### config.mk
export PLATFORM = sky130hd
export DESIGN_NAME = gcd_master_flat
export DESIGN_NICKNAME = d
export VERILOG_FILES = /design/src/rtl/gcd_pkg.sv /design/src/rtl/gcd_master_if.sv /design/src/rtl/gcd_req_fifo.sv /design/src/rtl/gcd_master.sv /design/src/flat_wrapper.sv
export SDC_FILE = /design/constraint.sdc
export NUM_CORES = 1
export LEC_CHECK = 0
export CORE_MARGIN = 2
export CORE_UTILIZATION = 36
export DETAILED_ROUTE_END_ITERATION = 16
export PLACE_DENSITY = 0.66
export SYNTH_ARGS = -nofsm -noshare
export SYNTH_HDL_FRONTEND = slang
export SYNTH_SLANG_ARGS = --single-unit
export TNS_END_PERCENT = 1
### constraint.sdc
create_clock -name clk -period 2.6 [get_ports clk]
set_clock_uncertainty 0.2 [all_clocks]
set_input_delay 0.39 -clock clk [delete_from_list [all_inputs] [get_ports clk]]
set_output_delay 0.39 -clock clk [all_outputs]
set_load 0.01 [all_outputs]
### src/rtl/gcd_pkg.sv
// Shared definitions for the GCD initiator: operand width, FSM state encoding and
// the queued request record.
package gcd_pkg;

    localparam int GCD_WIDTH = 16;

    typedef enum logic [2:0] {
        IDLE,
        ISSUE,
        WAIT_DONE,
        DRAIN,
        RESP
    } gcd_master_state_t;

    typedef struct packed {
        logic [GCD_WIDTH-1:0] a;
        logic [GCD_WIDTH-1:0] b;
    } gcd_req_t;

    // The engine must never see a zero operand, so such pairs are answered locally.
    function automatic logic has_zero_operand(input gcd_req_t r);
        return (r.a == '0) || (r.b == '0);
    endfunction

endpackage

### src/rtl/gcd_master_if.sv
// Request stream, response stream and engine handshake of the GCD initiator.
// The master modport is the initiator's view; slave is the view of its environment.
interface gcd_master_if #(
    parameter int WIDTH = 16
);

    logic             req_valid;
    logic             req_ready;
    logic [WIDTH-1:0] req_a;
    logic [WIDTH-1:0] req_b;

    logic             resp_valid;
    logic             resp_ready;
    logic [WIDTH-1:0] resp_gcd;
    logic             resp_err;

    logic             Begin;
    logic [WIDTH-1:0] a;
    logic [WIDTH-1:0] b;
    logic             Complete;
    logic [WIDTH-1:0] gcd;

    modport master (
        input  req_valid, req_a, req_b, resp_ready, Complete, gcd,
        output req_ready, resp_valid, resp_gcd, resp_err, Begin, a, b
    );

    modport slave (
        output req_valid, req_a, req_b, resp_ready, Complete, gcd,
        input  req_ready, resp_valid, resp_gcd, resp_err, Begin, a, b
    );

endinterface

### src/rtl/gcd_req_fifo.sv
// Synchronous request FIFO of gcd_req_t. Pointers carry one extra wrap bit so that
// full and empty are distinguished without a separate occupancy counter.
module gcd_req_fifo
    import gcd_pkg::*;
#(
    parameter int DEPTH = 4
) (
    input  logic     clk,
    input  logic     rst,
    input  logic     i_push,
    input  gcd_req_t i_wr_data,
    input  logic     i_pop,
    output gcd_req_t o_rd_data,
    output logic     o_full,
    output logic     o_empty
);

    localparam int AW = $clog2(DEPTH);

    gcd_req_t      r_mem [DEPTH];
    logic [AW:0]   r_wr_ptr;
    logic [AW:0]   r_rd_ptr;
    logic          w_push;
    logic          w_pop;

    assign o_empty   = (r_wr_ptr == r_rd_ptr);
    assign o_full    = (r_wr_ptr[AW] != r_rd_ptr[AW]) &&
                       (r_wr_ptr[AW-1:0] == r_rd_ptr[AW-1:0]);
    // A full queue refuses a push even when the same cycle pops.
    assign w_push    = i_push && !o_full;
    assign w_pop     = i_pop && !o_empty;
    assign o_rd_data = r_mem[r_rd_ptr[AW-1:0]];

    // NOTE: clocked state is written only with <= so every register sees pre-edge values.
    always_ff @(posedge clk or posedge rst) begin
        if (rst) begin
            r_wr_ptr <= '0;
            r_rd_ptr <= '0;
        end else begin
            if (w_push) r_wr_ptr <= r_wr_ptr + (AW+1)'(1);
            if (w_pop)  r_rd_ptr <= r_rd_ptr + (AW+1)'(1);
        end
    end

    // NOTE: storage has no reset; the pointers alone decide which entries are live.
    always_ff @(posedge clk) begin
        if (w_push) r_mem[r_wr_ptr[AW-1:0]] <= i_wr_data;
    end

endmodule

### src/rtl/gcd_master.sv
// GCD initiator: queues operand pairs, runs one engine job at a time and returns
// results in request order. Define GCD_MASTER_TIMEOUT_EN to build the completion watchdog.
module gcd_master
    import gcd_pkg::*;
#(
    parameter int WIDTH          = GCD_WIDTH,
    parameter int DEPTH          = 4,
    parameter int TIMEOUT_CYCLES = 1024
) (
    input logic          clk,
    input logic          rst,
    gcd_master_if.master bus
);

    if (WIDTH != GCD_WIDTH || DEPTH < 2 || (DEPTH & (DEPTH - 1)) != 0 ||
        TIMEOUT_CYCLES < 2) begin : g_bad_params
        $error("gcd_master: unsupported WIDTH/DEPTH/TIMEOUT_CYCLES");
    end

    gcd_master_state_t r_state;
    logic [WIDTH-1:0]  r_a;
    logic [WIDTH-1:0]  r_b;
    logic              r_begin;
    logic              r_resp_valid;
    logic [WIDTH-1:0]  r_resp_gcd;

    gcd_req_t          w_req;
    gcd_req_t          w_head;
    logic              w_full;
    logic              w_empty;
    logic              w_pop;

    assign w_req.a = bus.req_a;
    assign w_req.b = bus.req_b;

    // Never pop while Complete is high: that also absorbs a completion left over from
    // a job that was cut short by reset.
    assign w_pop = (r_state == IDLE) && !w_empty && !bus.Complete;

    gcd_req_fifo #(
        .DEPTH (DEPTH)
    ) u_req_fifo (
        .clk       (clk),
        .rst       (rst),
        .i_push    (bus.req_valid),
        .i_wr_data (w_req),
        .i_pop     (w_pop),
        .o_rd_data (w_head),
        .o_full    (w_full),
        .o_empty   (w_empty)
    );

    assign bus.req_ready  = !w_full;
    assign bus.Begin      = r_begin;
    assign bus.a          = r_a;
    assign bus.b          = r_b;
    assign bus.resp_valid = r_resp_valid;
    assign bus.resp_gcd   = r_resp_gcd;

`ifdef GCD_MASTER_TIMEOUT_EN
    localparam int CNT_W = $clog2(TIMEOUT_CYCLES + 1);

    logic [CNT_W-1:0] r_cnt;
    logic             r_resp_err;
    logic             w_expired;

    // The count includes the Begin cycle, so expiry lands TIMEOUT_CYCLES after Begin.
    assign w_expired    = (r_cnt == CNT_W'(TIMEOUT_CYCLES - 1));
    assign bus.resp_err = r_resp_err;
`else
    assign bus.resp_err = 1'b0;
`endif

    always_ff @(posedge clk or posedge rst) begin
        if (rst) begin
            r_state      <= IDLE;
            r_a          <= '0;
            r_b          <= '0;
            r_begin      <= 1'b0;
            r_resp_valid <= 1'b0;
            r_resp_gcd   <= '0;
`ifdef GCD_MASTER_TIMEOUT_EN
            r_cnt        <= '0;
            r_resp_err   <= 1'b0;
`endif
        end else begin
            case (r_state)
                IDLE: begin
                    if (w_pop) begin
                        r_a <= w_head.a;
                        r_b <= w_head.b;
                        if (has_zero_operand(w_head)) begin
                            r_resp_gcd   <= w_head.a | w_head.b;
                            r_resp_valid <= 1'b1;
                            r_state      <= RESP;
                        end else begin
                            r_begin <= 1'b1;
                            r_state <= ISSUE;
`ifdef GCD_MASTER_TIMEOUT_EN
                            r_cnt   <= '0;
`endif
                        end
                    end
                end

                ISSUE: begin
                    r_begin <= 1'b0;
                    r_state <= WAIT_DONE;
`ifdef GCD_MASTER_TIMEOUT_EN
                    r_cnt   <= r_cnt + CNT_W'(1);
`endif
                end

                WAIT_DONE: begin
                    if (bus.Complete) begin
                        r_resp_gcd <= bus.gcd;
                        r_state    <= DRAIN;
                    end
`ifdef GCD_MASTER_TIMEOUT_EN
                    else if (w_expired) begin
                        r_resp_gcd   <= '0;
                        r_resp_err   <= 1'b1;
                        r_resp_valid <= 1'b1;
                        r_state      <= RESP;
                    end else begin
                        r_cnt <= r_cnt + CNT_W'(1);
                    end
`endif
                end

                // The engine's second Complete cycle is absorbed here.
                DRAIN: begin
                    if (!bus.Complete) begin
                        r_resp_valid <= 1'b1;
                        r_state      <= RESP;
                    end
`ifdef GCD_MASTER_TIMEOUT_EN
                    else if (w_expired) begin
                        r_resp_gcd   <= '0;
                        r_resp_err   <= 1'b1;
                        r_resp_valid <= 1'b1;
                        r_state      <= RESP;
                    end else begin
                        r_cnt <= r_cnt + CNT_W'(1);
                    end
`endif
                end

                RESP: begin
                    if (bus.resp_ready) begin
                        r_resp_valid <= 1'b0;
                        r_state      <= IDLE;
`ifdef GCD_MASTER_TIMEOUT_EN
                        r_resp_err   <= 1'b0;
`endif
                    end
                end

                default: r_state <= IDLE;
            endcase
        end
    end

endmodule

### src/flat_wrapper.sv
// flat-port wrapper written by rule: the top's interface ports become plain ports
module gcd_master_flat import gcd_pkg::*;
#(
    parameter int WIDTH          = GCD_WIDTH,
    parameter int DEPTH          = 4,
    parameter int TIMEOUT_CYCLES = 1024
)
  (clk, rst, bus_req_valid, bus_req_a, bus_req_b, bus_resp_ready, bus_Complete, bus_gcd, bus_req_ready, bus_resp_valid, bus_resp_gcd, bus_resp_err, bus_Begin, bus_a, bus_b);
  gcd_master_if #(.WIDTH(WIDTH)) bus_i ();
  input logic clk;
  input logic rst;
  input wire logic [$bits(bus_i.req_valid)-1:0] bus_req_valid;
  input wire logic [$bits(bus_i.req_a)-1:0] bus_req_a;
  input wire logic [$bits(bus_i.req_b)-1:0] bus_req_b;
  input wire logic [$bits(bus_i.resp_ready)-1:0] bus_resp_ready;
  input wire logic [$bits(bus_i.Complete)-1:0] bus_Complete;
  input wire logic [$bits(bus_i.gcd)-1:0] bus_gcd;
  output wire logic [$bits(bus_i.req_ready)-1:0] bus_req_ready;
  output wire logic [$bits(bus_i.resp_valid)-1:0] bus_resp_valid;
  output wire logic [$bits(bus_i.resp_gcd)-1:0] bus_resp_gcd;
  output wire logic [$bits(bus_i.resp_err)-1:0] bus_resp_err;
  output wire logic [$bits(bus_i.Begin)-1:0] bus_Begin;
  output wire logic [$bits(bus_i.a)-1:0] bus_a;
  output wire logic [$bits(bus_i.b)-1:0] bus_b;
  assign bus_i.req_valid = bus_req_valid;
  assign bus_i.req_a = bus_req_a;
  assign bus_i.req_b = bus_req_b;
  assign bus_i.resp_ready = bus_resp_ready;
  assign bus_i.Complete = bus_Complete;
  assign bus_i.gcd = bus_gcd;
  assign bus_req_ready = bus_i.req_ready;
  assign bus_resp_valid = bus_i.resp_valid;
  assign bus_resp_gcd = bus_i.resp_gcd;
  assign bus_resp_err = bus_i.resp_err;
  assign bus_Begin = bus_i.Begin;
  assign bus_a = bus_i.a;
  assign bus_b = bus_i.b;
  gcd_master #(.WIDTH(WIDTH), .DEPTH(DEPTH), .TIMEOUT_CYCLES(TIMEOUT_CYCLES)) u_core (.clk(clk), .rst(rst), .bus(bus_i));
endmodule
==> key figures, run 1 <==
Clock network
  • CTS tree: done
  • Worst skew pair latency: 430 ps
  • Total CTS buffers: 17
  • Hold_buf cts: 0
  • H-tree lvl count: 4
  • CTS max path bufs: 2
  • Num Clock Sinks: 187
  • Root buf cell: clkbuf_16
  • Worst-path clk slew: 70 ps

Timing
  • Headroom to the max-slew limit: 59.6%
  • Hold Fails Final Rpt: 0
  • Tmin final: 2690 ps
  • Slew Viols, Final: 0
  • Slew @ Worst Pin: 600 ps
  • Final setup viols: 19
  • RSZ-0062 raised after global routing: yes
  • Worst hold margin: 154 ps
  • Fmax: 372 MHz
  • Final setup margin: -91.2 ps
  • Fin crit share: 104%

Power
  • Power per cell area: 1220 nW/um^2
  • Pleak: 0.00360 uW
  • Peak VDD IR: 0.557 mV
  • Total power: 12300 uW

GRT
  • GRT Util Overall: 16.3%
  • First-pass GRT wire length: 26.6 mm
  • Vias in the first global route: 4559
  • Initial antenna violation count: 1
  • Largest net degree at the start of global routing: 60
  • GRT overflow: 0

Yosys
  • Syn Nets: 508
  • Ys async rst share: 31.6%
  • EDFF count, synth: 128
  • Syn Inst Count: 450
  • Share of Yosys cell area claimed by the top area cell type: 51.0%
  • Yosys top cell by area: edfxtp_1
  • Top area cells in the synthesized netlist: edfxtp_1, dfrtp_1, mux4_2
  • Library cells used by synthesis: 31
  • Synth Flop Type: edfxtp_1
  • Mean Syn Cell Area: 16.8 sq um
  • Synth Register Bits: 187
  • Register area share after synthesis: 70.6%
  • Mapped Area: 7540 sq um
  • Yosys warnings: 0

Detailed routing
  • Via count: 4506
  • Initial DRC count: 292
  • Total routed wirelength: 17.4 mm
  • Drt pass-1 iters: 4
  • Final ANT Viol Nets: 0
  • Via density: 5.11
  • Drt drc: 0
  • Drt wl/cell: 19.8 um

Floorplan
  • Core Area: 20400 sq um
  • Number of placement rows: 52
  • Die Span Y: 149 um
  • Initial core utilization: 37.0%
  • DIE AREA: 22100 sq um
  • Die W: 149 um
  • IO Pins: 105

Worst setup path
  • CP required: 2700 ps
  • Worst path arrival time: 2790 ps
  • Element type at the critical path end: flop
  • Crit path max fanout: 9
  • Reg-to-reg startpoint: u_core.u_req_fifo.r_rd_ptr[0]$_DFFE_PP0P_
  • Worst Setup SP: u_core.u_req_fifo.r_rd_ptr[0]$_DFFE_PP0P_
  • Worst setup path class: reg -> reg
  • Startpoint types: flop

Layout
  • Layout cells sized above 1: 21.6%
  • Leading cell type in the layout, fill and taps excluded: edfxtp_1
  • Most frequent cells in the layout: edfxtp_1, clkdlybuf4s50_1, dfrtp_1, nand2_1, buf_4
  • # nets final: 656
  • Post-route cell area: 10100 sq um
  • Area grow syn2layout: 33.8%
  • Layout fillers: 1667

Placement
  • Worst slack at placement: -258 ps
  • Final Wtd Congestion: 0.763
  • IO buf count: 103
  • Dpl cell area: 9280 sq um
  • DP Wirelength: 12.0 mm

Min path
  • Hold Path Class: in -> async

Run
  • Number of max-cap violations: 0

Outcome
  • Status: finished with violations
  • Violated checks: negative setup slack
[area by class of cell]
type	instances	area [sq um]	area share, %
Inverter	4	15.0	0.149
Timing Repair Buffer	157	1630	16.1
Tap cell	270	338	3.35
Multi-Input combinational cell	231	2140	21.2
Antenna cell	1	2.50	0.0248
Clock buffer	17	425	4.22
Clock inverter	15	221	2.20
Sequential cell	187	5320	52.8
[power breakdown]
group / leakage (uW) / internal [uW] / total, uW / switching (uW)
registers: 0.00188 / 4160 / 4590 / 426
logic: 0.00141 / 2550 / 4950 / 2400
clock network: 0.000307 / 1710 / 2810 / 1100
total: 0.00360 / 8410 / 12300 / 3930
[metal layers]
metal  track usage [%]  routed length [um]
met3              3.77                 963
met2              26.9                8760
met4              6.19                 238
met1              21.3                7460
met5                 0                   0
[Yosys cell counts (4+ instances only)]
cell,n
inv_1,4
dfrtp_1,59
buf_6,4
mux4_2,32
nand2_1,40
ha_1,5
edfxtp_1,128
o21ai_0,18
buf_2,8
o211ai_1,32
clkbuf_1,11
xor2_1,5
buf_4,5
and3_1,4
nor4_1,8
nand3_1,16
nor2_1,21
mux2_1,34
[final timing paths]
kind | slack [ps] | cells after the start | to
setup reg to reg | -90 | 8 | u_core.bus.resp_gcd[6]$_DFFE_PP0P_
min in group clk | 290 | 1 | u_core.bus.b[1]$_DFFE_PP0P_
hold reg to reg | 290 | 1 | u_core.bus.b[1]$_DFFE_PP0P_
setup / recovery | -90 | 8 | u_core.bus.resp_gcd[6]$_DFFE_PP0P_
max in group asynchronous | 1750 | 3 | u_core.u_req_fifo.r_rd_ptr[0]$_DFFE_PP0P_
hold / removal | 150 | 3 | u_core.r_state[0]$_DFFE_PP0P_
[sequential cells by signal (all words and copies together) (netlist names)]
register,cells
u_core.bus.a,16
u_core.r_state,3
u_core.bus.resp_valid,1
u_core.u_req_fifo.r_mem,128
u_core.bus.resp_gcd,16
u_core.bus.Begin,1
u_core.bus.b,16
u_core.u_req_fifo.r_wr_ptr,3
u_core.u_req_fifo.r_rd_ptr,3
[worst max-delay path, stage by stage, from the launching register on]
cell,delay (ps)
dfrtp_2,460
buf_12,160
mux4_2,560
nor4_4,350
buf_4,170
and4_4,250
o21a_4,170
clkbuf_16,160
o211ai_1,90
[metrics by stage]
step	util, %	instances	setup TNS [ps]
after floorplan	-	450	-3610
after global placement	45.6	843	-3100
after detailed placement	45.6	843	-4380
after CTS	48.9	875	-1060
after global routing	49.5	882	-2360
final	49.5	882	-1280
[cell families (layout without fill, tap and decap cells)]
group / count (synthesis) / count (layout) / synth area share [%]
flip-flops: 187 / 187 / 70.6
AND/OR/NAND/NOR: 97 / 97 / 5.83
multiplexers: 66 / 66 / 14.6
AO/OA/AOI/OAI: 55 / 55 / 4.90
buffers and inverters: 32 / 193 / 2.37
XOR/XNOR: 7 / 7 / 0.813
adder cells (fa/ha/maj): 5 / 5 / 0.830
other: 1 / 2 / 0.0497
[repair_timing]
action	4_1_cts	5_1_grt
cloned	0	1
setup buffers	0	5
resized for setup	6	12
endpoints found under the hold margin	0	0
pin swaps	2	10
setup endpoints to repair	21	20
No activity file was read; power rests on OpenSTA's default activity.
==> run 2, diff against run 1 <==
ABC_AREA = 1   (was default)
GPL_TIMING_DRIVEN = 1   (was default)
PLACE_DENSITY = 0.65   (was 0.66)
==> key figures, run 2 <==
Placement
  • Worst slack at placement: 200 ps
  • DP Wirelength: 12.7 mm
  • IO buf count: 103
  • Total placed cells including tap cells: 1066
  • Final Wtd Congestion: 0.788
  • Dpl cell area: 9050 sq um

Detailed routing
  • Drt pass-1 iters: 4
  • Highest metal used: met4
  • WL met3: 1.35 mm
  • Via count: 5338
  • Final ANT Viol Nets: 0
  • Drt wl/cell: 17.0 um
  • Drt drc: 0
  • Met2 WL: 8.59 mm
  • Total routed wirelength: 18.6 mm
  • Via density: 4.86
  • M1 wire length: 8.23 mm
  • Initial DRC count: 375

Layout
  • Layout fillers: 1929
  • Max FFs per register: 128
  • Area used by multi-input combinational logic: 2040 sq um
  • Post-route cell area: 9660 sq um
  • Area grow syn2layout: 26.4%
  • # nets final: 869
  • FF/Latch Area: 5320 sq um
  • Leading cell type in the layout, fill and taps excluded: nand2_1
  • Layout cells sized above 1: 7.77%
  • Most frequent cells in the layout: nand2_1, edfxtp_1, clkdlybuf4s50_1, nand3_1, dfrtp_1
  • Antenna diodes: 0
  • Final std cells w/o fill: 1099

Yosys
  • Mean Syn Cell Area: 10.9 sq um
  • Yosys top cell by area: edfxtp_1
  • Register area share after synthesis: 69.6%
  • Ys async rst share: 31.6%
  • Library cells used by synthesis: 30
  • Share of Yosys cell area claimed by the top area cell type: 50.3%
  • Syn Inst Count: 703
  • Most common library cells after synthesis: nand2_1, edfxtp_1, nand3_1
  • Most common cell in the netlist: nand2_1
  • Synth Register Bits: 187
  • Top area cells in the synthesized netlist: edfxtp_1, dfrtp_1, nand2_1
  • EDFF count, synth: 128
  • Mapped Area: 7640 sq um
  • Yosys warnings: 0
  • Syn Nets: 761
  • Synth Flop Type: edfxtp_1

Floorplan
  • Number of placement rows: 53
  • DIE AREA: 22400 sq um
  • Initial core utilization: 36.5%
  • Die W: 150 um
  • IO Pins: 105
  • Die Span Y: 150 um
  • Core Area: 21000 sq um

Worst setup path
  • Worst setup path class: reg -> reg
  • Worst path arrival time: 2320 ps
  • Crit path max fanout: 34
  • Worst reg-to-reg setup slack: 140 ps
  • Worst reg-to-reg path cell count: 8
  • Startpoint types: flop
  • CP required: 2470 ps
  • Reg-to-reg startpoint: u_core.u_req_fifo.r_rd_ptr[1]$_DFFE_PP0P_
  • Element type at the critical path end: flop
  • R2R Path End: u_core.u_req_fifo.r_mem[1][4]$_DFFE_PP_

Power
  • Peak VDD IR: 0.537 mV
  • Pleak: 0.00394 uW
  • Power per cell area: 1260 nW/um^2

Outcome
  • Status: finished clean

Timing
  • Post-route setup TNS: 0 ps
  • Final setup viols: 0
  • Final setup margin: 144 ps
  • Tmin final: 2460 ps
  • Slew @ Worst Pin: 906 ps
  • Hold Fails Final Rpt: 0
  • Fin crit share: 94.4%
  • Headroom to the max-slew limit: 39.6%
  • Slew Viols, Final: 0
  • Fmax: 407 MHz

GRT
  • Vias in the first global route: 5128
  • First-pass GRT wire length: 28.7 mm
  • GRT overflow: 0
  • Initial antenna violation count: 0
  • Largest net degree at the start of global routing: 67
  • GRT Util Overall: 17.2%

Clock network
  • Num Clock Sinks: 187
  • Hold_buf cts: 0
  • Worst-path clk slew: 70 ps
  • H-tree lvl count: 4
  • Worst skew pair latency: 430 ps
  • CTS tree: done
  • Root buf cell: clkbuf_16
  • CTS max path bufs: 2
  • Total CTS buffers: 17

Run
  • Number of max-cap violations: 0

Min path
  • Hold Path Class: in -> async
[run 2: cell count changes in the layout (fill, tap and decap cells not counted), sizes merged, moves of 24 or more]
cell,delta
nand3,+67
o211ai,-32
buf,-33
inv,+24
nand2,+225
mux4,-32
mux2,-34
[run 2: worst max-delay path, cell delays in order (launching register included)]
cell,delay [ps]
dfrtp_1,440
buf_12,240
xor2_1,160
a21oi_1,70
nand2_1,110
nand2_1,120
buf_4,190
nor2_2,80
buf_4,450
[run 2: cells by family (layout without fill, tap and decap cells)]
| kind of cell | after synthesis | after routing | synth area share [%] |
|---|---|---|---|
| xor gates and xnor gates | 6 | 6 | 0.688 |
| buffers and inverters | 63 | 184 | 4.01 |
| adders and majority gates | 5 | 5 | 0.819 |
| DFF | 187 | 187 | 69.6 |
| AOI/OAI and AO/OA | 55 | 55 | 4.04 |
| and+or+nand+nor | 386 | 386 | 20.8 |
| other | 1 | 1 | 0.0491 |
[run 2: layout make-up]
| type | instances | share of cell area (%) |
|---|---|---|
| clock inverter | 6 | 0.648 |
| multi-input combinational | 453 | 21.1 |
| sequential | 187 | 55.1 |
| timing repair buffer | 124 | 13.3 |
| tap | 275 | 3.56 |
| inverter | 28 | 1.11 |
| clock buffer | 26 | 5.17 |
[run 2: per-stage QoR]
step | total power [uW] | utilization, % | hold WS (ps)
floorplan | 7490 | - | 262
global placement | 9630 | 43.2 | 258
detailed placement | 9700 | 43.2 | 261
CTS | 12200 | 46.0 | 152
global route | 13000 | 46.1 | 163
finish | 12200 | 46.1 | 144
[run 2: repair_timing]
item,in CTS,in global routing
setup buffers,0,0
resized for setup,0,5
cloned,1,0
setup endpoints to repair,1,13
[run 2: layer usage]
layer / global-route usage (%) / vias to the layer above
met5: 0 / -
met4: 7.17 / 0
met3: 4.02 / 34
met2: 27.1 / 198
met1: 23.0 / 2521
li1: - / 2585
[run 2: report_power, final]
group | internal [uW] | switching, uW | total [uW]
combinational | 1950 | 3190 | 5140
clock | 1420 | 1030 | 2450
sequential | 4160 | 426 | 4580
[run 2: worst max-delay path by stage]
stage,start,end,cells after the start,slack (ps)
floorplan,u_core.u_req_fifo.r_rd_ptr[0]$_DFFE_PP0P_,u_core.u_req_fifo.r_mem[0][0]$_DFFE_PP_,7,-70
global placement,u_core.u_req_fifo.r_rd_ptr[1]$_DFFE_PP0P_,u_core.u_req_fifo.r_mem[3][26]$_DFFE_PP_,7,230
detailed placement,u_core.u_req_fifo.r_rd_ptr[0]$_DFFE_PP0P_,u_core.bus.resp_gcd[6]$_DFFE_PP0P_,15,200
CTS,u_core.u_req_fifo.r_rd_ptr[1]$_DFFE_PP0P_,bus_req_ready,5,2
global route,u_core.u_req_fifo.r_rd_ptr[0]$_DFFE_PP0P_,u_core.bus.resp_gcd[1]$_DFFE_PP0P_,14,-0.3
finish,u_core.u_req_fifo.r_rd_ptr[1]$_DFFE_PP0P_,u_core.u_req_fifo.r_mem[1][4]$_DFFE_PP_,8,140
